--- config.mk ---
export PLATFORM = sky130hd
export DESIGN_NAME = wb_store_queue_flat
export DESIGN_NICKNAME = d
export VERILOG_FILES = /design/src/rtl/wb_store_queue_if.sv /design/src/rtl/wb_store_queue.sv /design/src/flat_wrapper.sv
export SDC_FILE = /design/constraint.sdc
export NUM_CORES = 1
export LEC_CHECK = 0
export ABC_AREA = 1
export CAP_MARGIN = 0
export CELL_PAD_IN_SITES_DETAIL_PLACEMENT = 1
export CELL_PAD_IN_SITES_GLOBAL_PLACEMENT = 2
export CORE_MARGIN = 4
export CORE_UTILIZATION = 35
export CTS_CLUSTER_SIZE = 24
export DETAILED_ROUTE_END_ITERATION = 7
export PLACE_DENSITY = 0.9
export SLEW_MARGIN = 25
export SYNTH_ARGS = -nofsm -noshare
export SYNTH_HDL_FRONTEND = slang
export SYNTH_SLANG_ARGS = --single-unit
--- constraint.sdc ---
create_clock -name clk -period 8.9 [get_ports clk]
set_clock_uncertainty 0.15 [all_clocks]
set_input_delay 1.78 -clock clk [delete_from_list [all_inputs] [get_ports clk]]
set_output_delay 1.78 -clock clk [all_outputs]
set_load 0.05 [all_outputs]
--- src/rtl/wb_store_queue_if.sv ---
// Bus bundle for the write-back store queue: the WriteBack-side store port
// and the data-cache core-bus request/ack handshake.
// slave  : the view taken by wb_store_queue itself.
// master : the view taken by the environment (WriteBack stage + d-cache).
interface wb_store_queue_if #(
  parameter int ADDR_W = 64,
  parameter int DATA_W = 64,
  parameter int TAG_W  = 13
) ();
  // WriteBack store port
  logic              st_valid;
  logic [ADDR_W-1:0] st_addr;
  logic [DATA_W-1:0] st_data;
  logic              kill_in;
  logic              st_ready;
  logic              stall_out;
  // d-cache core bus
  logic              reqcyc;
  logic [ADDR_W-1:0] req;
  logic [DATA_W-1:0] reqdata;
  logic [TAG_W-1:0]  reqtag;
  logic              reqack;
  logic              writeack;
  logic              did_write_out;

  modport slave (
    input  st_valid, st_addr, st_data, kill_in, reqack, writeack,
    output st_ready, stall_out, reqcyc, req, reqdata, reqtag, did_write_out
  );

  modport master (
    output st_valid, st_addr, st_data, kill_in, reqack, writeack,
    input  st_ready, stall_out, reqcyc, req, reqdata, reqtag, did_write_out
  );
endinterface

--- src/rtl/wb_store_queue.sv ---
// Write-back store queue. Committed stores are buffered in a DEPTH-entry FIFO
// and drained in order to the d-cache with the reqcyc/reqack/writeack
// handshake, so WriteBack only stalls when the queue is full.
// Optional store-to-load forwarding is enabled by defining WB_STORE_FWD_EN.
module wb_store_queue #(
  parameter int DEPTH  = 4,
  parameter int ADDR_W = 64,
  parameter int DATA_W = 64,
  parameter int TAG_W  = 13,
  // {WRITE, MEMORY, DATA, 7'b0}: write op, memory unit, data cache
  parameter logic [TAG_W-1:0] WRITE_TAG = TAG_W'({2'b01, 2'b01, 2'b01, 7'b0})
) (
  input  logic                       clk,
  input  logic                       reset_n,
  wb_store_queue_if.slave            bus,
  output logic [$clog2(DEPTH):0]     count_out,
  output logic                       empty_out,
  input  logic [ADDR_W-1:0]          fwd_addr,
  output logic                       fwd_hit,
  output logic [DATA_W-1:0]          fwd_data
);

  localparam int IDX_W = $clog2(DEPTH);
  localparam int PTR_W = IDX_W + 1;

  typedef enum logic [1:0] {
    S_IDLE,
    S_REQ,
    S_WAIT,
    S_RETIRE
  } state_t;

  state_t             state_q, state_d;
  logic [PTR_W-1:0]   wr_ptr_q, wr_ptr_d;
  logic [PTR_W-1:0]   rd_ptr_q, rd_ptr_d;
  logic [ADDR_W-1:0]  addr_mem_q [DEPTH];
  logic [ADDR_W-1:0]  addr_mem_d [DEPTH];
  logic [DATA_W-1:0]  data_mem_q [DEPTH];
  logic [DATA_W-1:0]  data_mem_d [DEPTH];

  logic [PTR_W-1:0]   count;
  logic [IDX_W-1:0]   head_idx;
  logic               full;
  logic               empty;
  logic               push;
  logic               pop;

  // Occupancy and handshake flags come from registered pointers only, so
  // st_ready never depends on a same-cycle pop.
  assign count    = wr_ptr_q - rd_ptr_q;
  assign head_idx = rd_ptr_q[IDX_W-1:0];
  assign full     = (wr_ptr_q[IDX_W] != rd_ptr_q[IDX_W]) &&
                    (wr_ptr_q[IDX_W-1:0] == rd_ptr_q[IDX_W-1:0]);
  assign empty    = (wr_ptr_q == rd_ptr_q);
  assign push     = bus.st_valid && !full && !bus.kill_in;
  assign pop      = (state_q == S_RETIRE);

  assign bus.st_ready  = !full;
  assign bus.stall_out = bus.st_valid && full;
  assign count_out     = count;
  assign empty_out     = empty;

  // Next pointers and next storage contents for push/pop.
  always_comb begin
    wr_ptr_d   = wr_ptr_q;
    rd_ptr_d   = rd_ptr_q;
    addr_mem_d = addr_mem_q;
    data_mem_d = data_mem_q;
    if (push) begin
      addr_mem_d[wr_ptr_q[IDX_W-1:0]] = bus.st_addr;
      data_mem_d[wr_ptr_q[IDX_W-1:0]] = bus.st_data;
      wr_ptr_d = wr_ptr_q + PTR_W'(1);
    end
    if (pop) begin
      rd_ptr_d = rd_ptr_q + PTR_W'(1);
    end
  end

  // Control state: pointers and drain FSM, cleared by reset (this also
  // abandons any outstanding cache transaction).
  always_ff @(posedge clk) begin
    if (!reset_n) begin
      wr_ptr_q <= '0;
      rd_ptr_q <= '0;
      state_q  <= S_IDLE;
    end else begin
      wr_ptr_q <= wr_ptr_d;
      rd_ptr_q <= rd_ptr_d;
      state_q  <= state_d;
    end
  end

  // Entry storage; contents are only meaningful between the pointers.
  always_ff @(posedge clk) begin
    addr_mem_q <= addr_mem_d;
    data_mem_q <= data_mem_d;
  end

  // Drain FSM next state and bus outputs; the head entry is held until its
  // writeack, so req/reqdata stay stable for the whole request.
  always_comb begin
    state_d           = state_q;
    bus.reqcyc        = 1'b0;
    bus.req           = '0;
    bus.reqdata       = '0;
    bus.reqtag        = '0;
    bus.did_write_out = 1'b0;
    case (state_q)
      S_IDLE: begin
        if (!empty) state_d = S_REQ;
      end
      S_REQ: begin
        bus.reqcyc  = 1'b1;
        bus.req     = addr_mem_q[head_idx];
        bus.reqdata = data_mem_q[head_idx];
        bus.reqtag  = WRITE_TAG;
        if (bus.reqack) state_d = bus.writeack ? S_RETIRE : S_WAIT;
      end
      S_WAIT: begin
        if (bus.writeack) state_d = S_RETIRE;
      end
      S_RETIRE: begin
        bus.did_write_out = 1'b1;
        // Entries remain after this pop if more than one was queued or a
        // new store is being accepted in the same cycle.
        state_d = ((count != PTR_W'(1)) || push) ? S_REQ : S_IDLE;
      end
      default: state_d = S_IDLE;
    endcase
  end

`ifdef WB_STORE_FWD_EN
  logic [IDX_W-1:0] fwd_idx;

  // Scan from head to tail so the youngest matching store wins.
  always_comb begin
    fwd_hit  = 1'b0;
    fwd_data = '0;
    fwd_idx  = '0;
    for (int i = 0; i < DEPTH; i++) begin
      fwd_idx = head_idx + IDX_W'(i);
      if ((PTR_W'(i) < count) && (addr_mem_q[fwd_idx] == fwd_addr)) begin
        fwd_hit  = 1'b1;
        fwd_data = data_mem_q[fwd_idx];
      end
    end
  end
`else
  logic unused_fwd_addr;

  assign unused_fwd_addr = ^fwd_addr;
  assign fwd_hit         = 1'b0;
  assign fwd_data        = '0;
`endif

endmodule

--- src/flat_wrapper.sv ---
// flat-port wrapper written by rule: the top's interface ports become plain ports
module wb_store_queue_flat 
#(
  parameter int DEPTH  = 4,
  parameter int ADDR_W = 64,
  parameter int DATA_W = 64,
  parameter int TAG_W  = 13,
                                                                   
  parameter logic [TAG_W-1:0] WRITE_TAG = TAG_W'({2'b01, 2'b01, 2'b01, 7'b0})
)
  (clk, reset_n, count_out, empty_out, fwd_addr, fwd_hit, fwd_data, bus_st_valid, bus_st_addr, bus_st_data, bus_kill_in, bus_reqack, bus_writeack, bus_st_ready, bus_stall_out, bus_reqcyc, bus_req, bus_reqdata, bus_reqtag, bus_did_write_out);
  wb_store_queue_if #(.ADDR_W(ADDR_W), .DATA_W(DATA_W), .TAG_W(TAG_W)) bus_i ();
  input  logic clk;
  input  logic reset_n;
  output logic [$clog2(DEPTH):0] count_out;
  output logic empty_out;
  input  logic [ADDR_W-1:0] fwd_addr;
  output logic fwd_hit;
  output logic [DATA_W-1:0] fwd_data;
  input wire logic [$bits(bus_i.st_valid)-1:0] bus_st_valid;
  input wire logic [$bits(bus_i.st_addr)-1:0] bus_st_addr;
  input wire logic [$bits(bus_i.st_data)-1:0] bus_st_data;
  input wire logic [$bits(bus_i.kill_in)-1:0] bus_kill_in;
  input wire logic [$bits(bus_i.reqack)-1:0] bus_reqack;
  input wire logic [$bits(bus_i.writeack)-1:0] bus_writeack;
  output wire logic [$bits(bus_i.st_ready)-1:0] bus_st_ready;
  output wire logic [$bits(bus_i.stall_out)-1:0] bus_stall_out;
  output wire logic [$bits(bus_i.reqcyc)-1:0] bus_reqcyc;
  output wire logic [$bits(bus_i.req)-1:0] bus_req;
  output wire logic [$bits(bus_i.reqdata)-1:0] bus_reqdata;
  output wire logic [$bits(bus_i.reqtag)-1:0] bus_reqtag;
  output wire logic [$bits(bus_i.did_write_out)-1:0] bus_did_write_out;
  assign bus_i.st_valid = bus_st_valid;
  assign bus_i.st_addr = bus_st_addr;
  assign bus_i.st_data = bus_st_data;
  assign bus_i.kill_in = bus_kill_in;
  assign bus_i.reqack = bus_reqack;
  assign bus_i.writeack = bus_writeack;
  assign bus_st_ready = bus_i.st_ready;
  assign bus_stall_out = bus_i.stall_out;
  assign bus_reqcyc = bus_i.reqcyc;
  assign bus_req = bus_i.req;
  assign bus_reqdata = bus_i.reqdata;
  assign bus_reqtag = bus_i.reqtag;
  assign bus_did_write_out = bus_i.did_write_out;
  wb_store_queue #(.DEPTH(DEPTH), .ADDR_W(ADDR_W), .DATA_W(DATA_W), .TAG_W(TAG_W), .WRITE_TAG(WRITE_TAG)) u_core (.clk(clk), .reset_n(reset_n), .bus(bus_i), .count_out(count_out), .empty_out(empty_out), .fwd_addr(fwd_addr), .fwd_hit(fwd_hit), .fwd_data(fwd_data));
endmodule
==> results_dict.tcl <==
set metrics [dict create \
    worstPathArrival_ns 4.03 \
    grt_pass1_vias 14800 \
    nets 2139 \
    hp-class "flip-flop to flip-flop" \
    syn_to_final_growth_pct 22.6 \
    syn_area_per_cell_um2 12.5 \
    fill_cells 6230 \
    yosys_warnings 0 \
    ant_nets 0 \
    wl_per_cell_um 20.5 \
    cp-endpoint "bus_req[17]" \
    drv_cap 0 \
    outcome "completed" \
    syn_area_um2 21000 \
    core_area_um2 59200 \
    slew_violations 0 \
    die_area_um2 64100 \
    cts_buffers 54 \
    gp_congestion 0.747 \
    ys_top_cells_by_area "edfxtp_1 (73%), nor2_1 (9.3%), o21ai_0 (6.2%), buf_4 (3.3%), a21oi_1 (3.2%)" \
    yosysTopAreaCell "edfxtp_1" \
    drive_gt1_share_pct 5.33 \
    synth-edff-count 512 \
    grt_pass1_wl_um 84400 \
    path_cells "inv_6 -> buf_12 -> o21ai_0 -> a21oi_1 -> clkdlybuf4s50_1" \
    drt_first_pass_iters 4 \
    path_clk_slew_ns 0.06 \
    drc 0 \
    ir_drop_uv 177 \
    cts_num_sinks 520 \
    routed_wl_um 56300 \
    io_pins 412 \
    critPathLaunchType "flip-flop" \
    power_density_nw_per_um2 261 \
    fmaxAchievable_mhz 168 \
    required_ns 6.97 \
    regToRegStartpoint "u_core.rd_ptr_q[1]" \
    cp_slowest_cell "clkdlybuf4s50_1" \
    grt_max_degree 138 \
    crit_fanout 137 \
    port_buffers 272 \
    synthDistinctLibCells 21 \
    hold_viol 0 \
    utilization_pct 43.5 \
    dp_hpwl_um 32200 \
    tns_ns 0 \
    die_y_um 253 \
    start_util_pct 35.5 \
    relSlewSlack_pct 36.1 \
    antenna_found_initial 6 \
    min_period_over_period_pct 67.0 \
    post-route-min-period_ns 5.96 \
    clockBufferDepth 3 \
    root_buffer "clkbuf_16" \
    cp_num_cells 5 \
    r2r_slack_ns 4.03 \
    tightest_slew_ns 0.958 \
    power_leakage_nw 8.73 \
    r2r_cells 9 \
    drt_iter0_drc 684 \
    cp-startpoint "u_core.rd_ptr_q[0]" \
    rsz0062_at_grt "no" \
    insertion_delay_ns 0.59 \
    r2r_end "u_core.data_mem_q[156]" \
    cts_resized 0 \
    ys_ff_latch 520 \
    vias_per_cell 4.97 \
    htreeDepth 2 \
    finalSetupViolations 0 \
    ys.flop_type "edfxtp_1" \
    cts_setup_buffers 0 \
    grt-ovfl-total 0 \
    rows 89 \
    critical_path.endpoint_type "primary output" \
    grt_usage_pct 17.1 \
    cts_hold_buf 0 \
    path_delay_family "buffers and inverters" \
    critical_path.n_buffers_inverters 3 \
    cts_tree "yes" \
    num_vias 13700 \
    die_x_um 253 \
    syn_inst 1681 \
    max_stage_delay_ns 0.89 \
    asyncSetResetFlopFracSynth_pct 0 \
    path_class "flip-flop to primary output" \
    ys_seq_area_share_pct 73.8 \
    synth_top_cell_area_share_pct 73.1 \
]
-- cell families (layout without fill, tap and decap cells) --
family / Yosys count / in the layout / synth area share (%)
compound gates: 397 / 397 / 9.44
xor+xnor: 1 / 1 / 0.0416
fa+ha+maj: 13 / 13 / 0.808
buf+inv: 201 / 415 / 6.03
flops: 520 / 520 / 73.8
other cells: 1 / 79 / 0.0178
simple gates: 548 / 548 / 9.84
-- area by class of cell --
cell class | count | area, um^2 | share of cell area, %
clock inverter | 28 | 280 | 1.09
tap | 773 | 967 | 3.75
antenna | 4 | 10.0 | 0.0388
clock buffer | 69 | 1430 | 5.53
timing repair buffer | 294 | 2920 | 11.3
multi-input combinational | 1034 | 4550 | 17.6
sequential | 520 | 15500 | 60.2
inverter | 24 | 100 | 0.388
-- power by group --
group / total [mW] / switching [mW] / internal [mW]
Sequential: 2.78 / 0.0370 / 2.75
Combinational: 1.78 / 1.29 / 0.485
Clock: 2.18 / 0.901 / 1.27
-- registers in the layout, summed over array words and instances (netlist names) --
name and count:
u_core.wr_ptr_q 3, u_core.rd_ptr_q 3, u_core.state_q 2, u_core.data_mem_q 256, u_core.addr_mem_q 256
-- through the flow --
step           setup WS [ns]  power (mW)  area (um^2)  hold WS (ns)  std cells
6_report                2.94        6.73        25800         0.351       2746
5_1_grt                 2.67        7.02        25800         0.389       2743
3_3_place_gp            3.66        4.58        24100         0.340       2644
3_5_place_dp            3.61        4.62        24100         0.333       2644
2_1_floorplan          0.611        4.03        21300         0.308       1755
4_1_cts                 2.89        6.82        25800         0.351       2741
-- per-layer routing --
metal / share of wire, % / routed length (um) / global-route usage [%]
met5: 0.096 / 54 / 0
met4: 2.9 / 1620 / 6.05
met3: 5.5 / 3090 / 3.71
met2: 53 / 29700 / 31.7
met1: 39 / 21800 / 19.3
-- placed cells by master (no fill, tap or decap), types with 6 or more instances in the layout --
cell	instances
a21oi_1	136
buf_4	20
clkbuf_1	13
clkbuf_16	54
clkdlybuf4s50_1	272
clkinv_1	12
clkinv_2	7
conb_1	75
dfxtp_1	6
edfxtp_1	512
ha_1	12
inv_1	21
nand2_1	16
nand3_1	8
nor2_1	518
o21ai_0	260
-- tightest hold or removal path, delay by kind of cell (launching register included) --
family                 cells  cell delay (ns)
flip-flops                 1             0.31
AO/OA/AOI/OAI              1             0.06
buffers and inverters      1             0.08
-- synthesized netlist by cell type, types with 2 or more instances --
library cell,count
ha_1,12
buf_1,4
buf_2,25
o21ai_0,260
nand2_1,16
inv_1,23
buf_6,15
clkbuf_2,16
a21oi_1,136
clkbuf_1,24
buf_4,93
nand2_2,2
dfxtp_1,8
nor2_1,522
nand3_1,8
edfxtp_1,512
-- worst min path at each step --
stage	from	endpoint	slack [ns]	cells after the start
floorplan	u_core.rd_ptr_q[2]	u_core.rd_ptr_q[2]	0.31	2
global placement	u_core.rd_ptr_q[2]	u_core.rd_ptr_q[2]	0.34	2
CTS	u_core.rd_ptr_q[2]	u_core.rd_ptr_q[2]	0.35	2
global route	u_core.wr_ptr_q[0]	u_core.wr_ptr_q[0]	0.39	2
finish	u_core.rd_ptr_q[2]	u_core.rd_ptr_q[2]	0.35	2
detailed placement	u_core.rd_ptr_q[2]	u_core.rd_ptr_q[2]	0.33	2
No activity file was read; power rests on OpenSTA's default activity.
==> edit, RTL diff (same settings) <==
`ADDR_W` is set to 64 in 3 places; all go to 68.
--- a/src/rtl/wb_store_queue_if.sv
+++ b/src/rtl/wb_store_queue_if.sv
@@ -3,7 +3,7 @@
 // slave  : the view taken by wb_store_queue itself.
 // master : the view taken by the environment (WriteBack stage + d-cache).
 interface wb_store_queue_if #(
-  parameter int ADDR_W = 64,
+  parameter int ADDR_W = 68,
   parameter int DATA_W = 64,
   parameter int TAG_W  = 13
 ) ();
--- a/src/rtl/wb_store_queue.sv
+++ b/src/rtl/wb_store_queue.sv
@@ -4,7 +4,7 @@
 // Optional store-to-load forwarding is enabled by defining WB_STORE_FWD_EN.
 module wb_store_queue #(
   parameter int DEPTH  = 4,
-  parameter int ADDR_W = 64,
+  parameter int ADDR_W = 68,
   parameter int DATA_W = 64,
   parameter int TAG_W  = 13,
   // {WRITE, MEMORY, DATA, 7'b0}: write op, memory unit, data cache
--- a/src/flat_wrapper.sv
+++ b/src/flat_wrapper.sv
@@ -2,7 +2,7 @@
 module wb_store_queue_flat 
 #(
   parameter int DEPTH  = 4,
-  parameter int ADDR_W = 64,
+  parameter int ADDR_W = 68,
   parameter int DATA_W = 64,
   parameter int TAG_W  = 13,
                                                                    
Ports: changed (resized bus_req, bus_st_addr and fwd_addr); port bits go from 412 to 424. The function was not compared with the original's and may differ.
==> edit against the unedited design <==
Sequential cell count increased by 16; first-iteration DRC count increased by 13%; total power grew 3.4%; wire length rose by 0.57%; critical path depth increased by 1; via count increased by 1.8%; cell area rose by 3.3%; non-clock buffer count up 1; clock power rose by 4%; final cell count rose by 4.3%; setup slack improved by 0.048 ns; synthesized area is 3.1% higher.
==> edit: results (changes against the unedited design) <==
| Metric | Value |
|---|---|
| CTS Buf Count | `57 (+5.6%)` |
| Site row count | `91 (+2.2%)` |
| Regs by FF count | `u_core.addr_mem_q: 272 flops, u_core.data_mem_q: 256 flops` |
| Cells after Synth | `1727 (+2.7%)` |
| Area of the multi-input gates | `4670 um^2 (+2.6%)` |
| Place WS | `3.52 ns (-0.0895 ns)` |
| Yosys cell types | `22 (+4.8%)` |
| M3 GR Usage | `4.22% (+0.51 points)` |
| Layout cells sized above 1 | `5.73% (+0.40 points)` |
| Met1 usage | `19.1% (-0.17 points)` |
| CP max stage cell | `dfxtp_4` |
| Clk_buf instances | `68 (-1.4%)` |
| Synth top cells by count | `nor2_1 (538), edfxtp_1 (528), o21ai_0 (230)` |
| Post-route insts no fill | `2865 (+4.3%)` |
| WL/cell | `19.8 um (-3.6%)` |
| Final HPWL DP | `31500 um (-2.4%)` |
| Routed met1 length | `22100 um (+1.5%)` |
| Sequential fraction of the synthesis area | `73.8% (about the same)` |
| Non-clock buffering overhead | `11.2% (-0.074 points)` |
| Worst Path Arrival | `3.98 ns (-0.05 ns)` |
| Layout clock area frac | `6.79% (+0.17 points)` |
| Status | `completed` |
| Max-slew headroom | `25.6% (-11 points)` |
| Starting DRC count in detailed routing | `775 (+13%)` |
| Period Utilization, post-route | `66.4% (-0.54 points)` |
| Multi-In Gates | `1062 (+2.7%)` |
| Worst hold slack | `0.357 ns (+0.00618 ns)` |
| Maximum VDD drop | `153 uV (-14%)` |
| Static Leak | `8.99 nW (+2.9%)` |
| First-pass GRT wire length | `85700 um (+1.6%)` |
| Via-per-instance ratio | `4.85 (-2.4%)` |
| Met2 Resource Use GR | `30.4% (-1.3 points)` |
| Reg area | `16000 um^2 (+3.1%)` |
| R2R setup slack | `4.66 ns (+0.63 ns)` |
| Synth Area in XOR/XNOR | `0.0404% (-0.0013 points)` |
| Seq pwr | `2.86 mW (+3%)` |
| Cells after DPL | `2753 (+4.1%)` |
| Bufs w/o clock | `295 (+0.34%)` |
[edit: changes by cell type after synthesis, moves of 3 or more]
| cell | change |
|---|---|
| a21oi_1 | +4 |
| buf_1 | +3 |
| buf_2 | -6 |
| buf_4 | -12 |
| buf_6 | +12 |
| clkbuf_1 | +8 |
| clkbuf_2 | -5 |
| edfxtp_1 | +16 |
| inv_2 | +3 |
| nor2_1 | +16 |
| o21ai_0 | -30 |
| o21ai_1 | +38 |
[edit: worst paths after layout]
kind | start | endpoint
setup / recovery | u_core.rd_ptr_q[1]$_SDFFE_PN0P_ | bus_req[22]
hold / removal | u_core.wr_ptr_q[0]$_SDFFE_PN0N_ | u_core.wr_ptr_q[0]$_SDFFE_PN0N_
setup reg to reg | u_core.rd_ptr_q[1]$_SDFFE_PN0P_ | u_core.data_mem_q[126]$_DFFE_PP_
hold reg to reg | u_core.wr_ptr_q[0]$_SDFFE_PN0N_ | u_core.wr_ptr_q[0]$_SDFFE_PN0N_
